===== src/rtl/reg_mux_n.sv =====
// reg_mux_n: registered N:1 mux with input tracking and out-of-range select flagging.
// Defining MUX_SCAN_EN adds the scan_en port and a SCAN_DIV divider that auto-steps out_ch.
module reg_mux_n #(
    parameter int WIDTH    = 32,
    parameter int NUM_IN   = 8,
    parameter int SCAN_DIV = 4,
    localparam int SEL_W   = (NUM_IN > 1) ? $clog2(NUM_IN) : 1
) (
    input  logic                    clk,
    input  logic                    reset,
    input  logic [NUM_IN*WIDTH-1:0] in_bus,
    input  logic [SEL_W-1:0]        sel,
    input  logic                    sel_valid,
    input  logic                    hold,
`ifdef MUX_SCAN_EN
    input  logic                    scan_en,
`endif
    output logic [WIDTH-1:0]        out,
    output logic [SEL_W-1:0]        out_ch,
    output logic                    out_valid,
    output logic                    sel_err
);
    localparam logic [SEL_W:0]   NUM_W = (SEL_W + 1)'(NUM_IN);
    localparam logic [SEL_W-1:0] LAST  = SEL_W'(NUM_IN - 1);

    logic [WIDTH-1:0] chan [2**SEL_W];
    logic             accept, sel_ok, step;
    logic [SEL_W-1:0] next_ch;

    if (NUM_IN < 2 || NUM_IN > 64) begin : g_bad_num
        $error("reg_mux_n: NUM_IN must be in 2..64");
    end
    if (SCAN_DIV < 1) begin : g_bad_div
        $error("reg_mux_n: SCAN_DIV must be >= 1");
    end

    // Pad the channel table to a power of two so any select indexes a real entry.
    for (genvar c = 0; c < 2**SEL_W; c++) begin : g_chan
        if (c < NUM_IN) begin : g_used
            assign chan[c] = in_bus[c*WIDTH +: WIDTH];
        end else begin : g_pad
            assign chan[c] = '0;
        end
    end

    assign accept  = sel_valid & ~hold;
    assign sel_ok  = {1'b0, sel} < NUM_W;
    assign next_ch = accept ? (sel_ok ? sel : '0)
                   : step   ? ((out_ch == LAST) ? '0 : out_ch + 1'b1)
                   : out_ch;

`ifdef MUX_SCAN_EN
    localparam int               DIV_W  = (SCAN_DIV > 1) ? $clog2(SCAN_DIV) : 1;
    localparam logic [DIV_W-1:0] DIV_TC = DIV_W'(SCAN_DIV - 1);

    logic [DIV_W-1:0] div;

    assign step = scan_en & ~hold & ~sel_valid & (div == DIV_TC);

    always_ff @(posedge clk) begin
        if (reset)
            div <= '0;
        else if (!hold)
            div <= (accept | ~scan_en | step) ? '0 : div + 1'b1;
    end
`else
    assign step = 1'b0;
`endif

    always_ff @(posedge clk) begin
        if (reset) begin
            out       <= '0;
            out_ch    <= '0;
            out_valid <= 1'b0;
            sel_err   <= 1'b0;
        end else begin
            sel_err <= accept & ~sel_ok;
            if (!hold) begin
                out       <= chan[next_ch];
                out_ch    <= next_ch;
                out_valid <= out_valid | accept | step;
            end
        end
    end
endmodule


===== config.mk =====
export PLATFORM = sky130hd
export DESIGN_NAME = reg_mux_n
export DESIGN_NICKNAME = d
export VERILOG_FILES = /design/src/rtl/reg_mux_n.sv
export SDC_FILE = /design/constraint.sdc
export NUM_CORES = 1
export LEC_CHECK = 0
export CAP_MARGIN = 0
export CORE_AREA = 4 4 113 115
export CTS_CLUSTER_DIAMETER = 60
export DETAILED_ROUTE_END_ITERATION = 8
export DIE_AREA = 0 0 117 119
export DONT_BUFFER_PORTS = 1
export PLACE_DENSITY = 0.49
export SLEW_MARGIN = 15
export SYNTH_ARGS = -nofsm -noshare
export SYNTH_HDL_FRONTEND = slang
export SYNTH_SLANG_ARGS = --single-unit

===== constraint.sdc =====
create_clock -name clk -period 1.79 [get_ports clk]
set_input_delay 0 -clock clk [delete_from_list [all_inputs] [get_ports clk]]
set_output_delay 0 -clock clk [all_outputs]
set_load 0.005 [all_outputs]

==> results by group <==
Run status
  – Status: completed

Yosys
  – Library cells used by synthesis: 21
  – Synth Area in Adders: 0%
  – Number of synthesized flops with an enable pin: 0
  – Mux cell area share after synthesis: 32.0%
  – Post-synth top flop: dfxtp_1
  – Post-synthesis compound-gate area fraction: about a fifth
  – Synthesized cell area: 3110 um2
  – Avg Inst Size Synth: slightly below 9 um2
  – XOR/XNOR share of the synthesized area: 0%
  – Fraction of registers with async set/reset: 0%
  – Post-Synthesis Cells: 357
  – Syn nets: 620
  – Sequential element share of the synthesized area: between 20% and 30%
  – Main combinational cell family by area after synthesis: multiplexers
  – Synth warn: 0
  – Simple-Gate Fraction of Synth Area: 16.3%
  – Seq cells post-synth: 36

Route
  – Drt pass-1 iters: 7
  – Number of remaining DRC errors: 0
  – ANT nets after route: 0
  – Routed Wire Length: ~13000 um
  – DR vias: 3383
  – WL/cell: ~24 um
  – Vias per inst: around 6
  – Iteration-0 DRC Markers: around 350

Timing
  – Slew headroom: ~66%
  – Crit share post-route: between 90% and 100%
  – Unrepaired setup endpoints after global routing: false
  – Hold Violations, Final: 0
  – Final setup violation count: 0
  – Worst-margin pin slew: roughly 500 ps
  – Max Slew Vio Count: 0
  – Clk_skew: roughly 2.7 ps
  – Post-layout min period: around 1700 ps
  – Maximum clock frequency: slightly below 600 MHz

GRT
  – Antenna violations before repair: 1
  – Vias in the first global route: 3345
  – Largest net degree at the start of global routing: 60
  – Gr usage total: 16.4%
  – Grt ovf: 0
  – First-pass GRT wire length: between 15000 and 20000 um

Worst setup path
  – Crit path top cell by count: buf_4
  – CP max stage cell: a222oi_1
  – Data arrival, critical path: approximately 1900 ps
  – Max stage delay on crit path: 380 ps
  – Startpoint Class: flip-flop
  – Crit. End Element: flip-flop
  – Critical Path RT: between 2000 and 2500 ps
  – Crit Path Max Fanout: 12
  – WS Path Type: flip-flop to flip-flop
  – Worst-path cell chain: mux2i_4 > buf_4 > buf_12 > buf_4 > mux2i_1 > a222oi_1 > a32o_1

Power
  – Pint: 0.00185 W
  – Lkg Pwr: about 1.9 nW
  – Peak supply drop: between 0.0003 and 0.0004 V
  – Clock network fraction of total power: about a third
  – Power Dens Cells: 667 nW/um2
  – Psw: slightly above 0.0008 W
  – Net Sw Frac: between 30 and 40%
  – Gate power share: slightly above 30%
  – Flop pwr share: 35.6%

Final layout
  – # nets final: around 660
  – Area delta synth->final: 27.9%
  – Register area: 721 um2
  – Filler instances: 1209
  – Final instance area: roughly 4000 um2
  – Fin cells: ~550
  – Fraction of layout cells with a size suffix above 1: under 10%
  – Multi-input gate area: about 2200 um2

Clock tree
  – CTS tree: built
  – Clock transition at path regs: about 60 ps
  – H-tree Lvls: 2
  – CTS buffer count: 5
  – Clock sinks: 36
  – CTS root buffer: clkbuf_16
  – Clk_lat worst skew: 280 ps
  – Max Buffers Root-to-Sink: 2

Placement
  – GPL Wtd Cong: 0.839
  – DP HPWL: slightly below 10000 um
  – Placement Cell Area: 3290 um2
  – IO buf count: 0
  – Cell count after placement: 487

Floorplanning
  – CORE AREA: ~12000 um2
  – I/O pins: 300
  – Die H: around 120 um
  – Initial Utilization: 26.3%
  – Die Area: approximately 14000 um2
  – Die width: between 100 and 150 um
  – Cell Rows: 40

Worst hold path
  – HP Class: input port to flip-flop

Run
  – Max_cap viols: 0
[cells in the mapped netlist (all sizes together) (2+ instances only)]
| cell | number | area share, % |
|---|---|---|
| a222oi | 32 | 10 |
| buf | 16 | 4.5 |
| clkbuf | 22 | 2.7 |
| nand3b | 4 | 0.97 |
| a21oi | 2 | 0.32 |
| dfxtp | 36 | 23 |
| nor2 | 4 | 0.48 |
| nand2 | 71 | 8.6 |
| mux2i | 97 | 32 |
| nand3 | 34 | 5.5 |
| a32o | 32 | 10 |
| nor2b | 2 | 0.40 |
[repair_timing]
action	in CTS	in global routing
hold buffers	47	0
endpoints found under the hold margin	27	0
buffers inserted	0	2
endpoints found under the setup margin	0	24
resized for setup	0	2
[metrics by stage]
stage / setup TNS (ps) / utilization, % / power (W) / hold WS [ps] / setup slack (ps)
after floorplan: 0 / - / 0.00149 / 69.1 / 246
after global placement: -9.72 / 27.9 / 0.00163 / 73.1 / -7.65
after detailed placement: -392 / 27.9 / 0.00165 / 72.2 / -71.4
after CTS: 0 / 33.1 / 0.00266 / 0.888 / 9.15
after global routing: 0 / 33.7 / 0.00279 / 17.4 / 4.13
final: 0 / 33.7 / 0.00265 / 7.94 / 82.9
[flip-flops by register name, summed over array words and instances, names as in the netlist]
signal	count
out_valid	1
out	32
out_ch	3
[worst max-delay path, delay by kind of cell (launching register included)]
family / cells / cell delay [ps]
AOI/OAI and AO/OA: 2 / 600
muxes: 2 / 220
buffers and inverters: 3 / 460
DFF: 1 / 360
[final timing paths]
| check | from | end | slack, ps | cells after the start |
|---|---|---|---|---|
| max reg2reg | out_ch[0] | out[31] | 80 | 7 |
| min reg2reg | out[30] | out[30] | 500 | 1 |
| min | in_bus[249] | out[25] | 8 | 3 |
| max | out_ch[0] | out[31] | 80 | 7 |
[power groups by stage]
stage	clock network (W)	registers (W)	logic, W
after detailed placement	0	0.000964	0.000688
after CTS	0.000943	0.000946	0.000771
after global routing	0.000966	0.000951	0.000869
after floorplan	0	0.000939	0.000554
final	0.000901	0.000946	0.000806
after global placement	0	0.000963	0.000669
[layout by cell type, fill, tap and decap left out]
master,n
or3_1,1
clkbuf_8,1
nor2_1,3
nand3b_1,4
nor2b_4,1
clkbuf_16,7
mux2i_1,96
conb_1,1
nor2b_1,1
nand2b_1,1
nor2_4,1
dlygate4sd3_1,47
clkbuf_1,2
a21oi_1,2
o31ai_4,1
a222oi_1,32
mux2_2,1
buf_16,1
a32o_1,32
buf_12,1
diode_2,1
nand2_1,71
buf_4,20
buf_6,1
mux2i_4,1
dfxtp_1,36
nand3_1,34
[routing by layer]
| metal | wire [um] | global-route usage [%] |
|---|---|---|
| met4 | 199 | 4.80 |
| met2 | 6830 | 30.9 |
| met5 | 0 | 0 |
| met1 | 4710 | 17.4 |
| met3 | 1320 | 4.37 |
[cells by family (layout without fill, tap and decap cells)]
family	Yosys count	in the layout
AND/OR/NAND/NOR	117	117
other	1	2
buffers and inverters	38	80
multiplexers	98	98
flip-flops	36	36
AO/OA/AOI/OAI	67	67
[final cells by class]
class | instances | share of cell area (%)
multi-input combinational | 283 | 55.1
timing repair buffer | 72 | 18.4
sequential | 36 | 18.1
tap | 147 | 4.63
clock buffer | 8 | 3.68
antenna | 1 | 0.0630
Power figures use the tool's default switching activity.
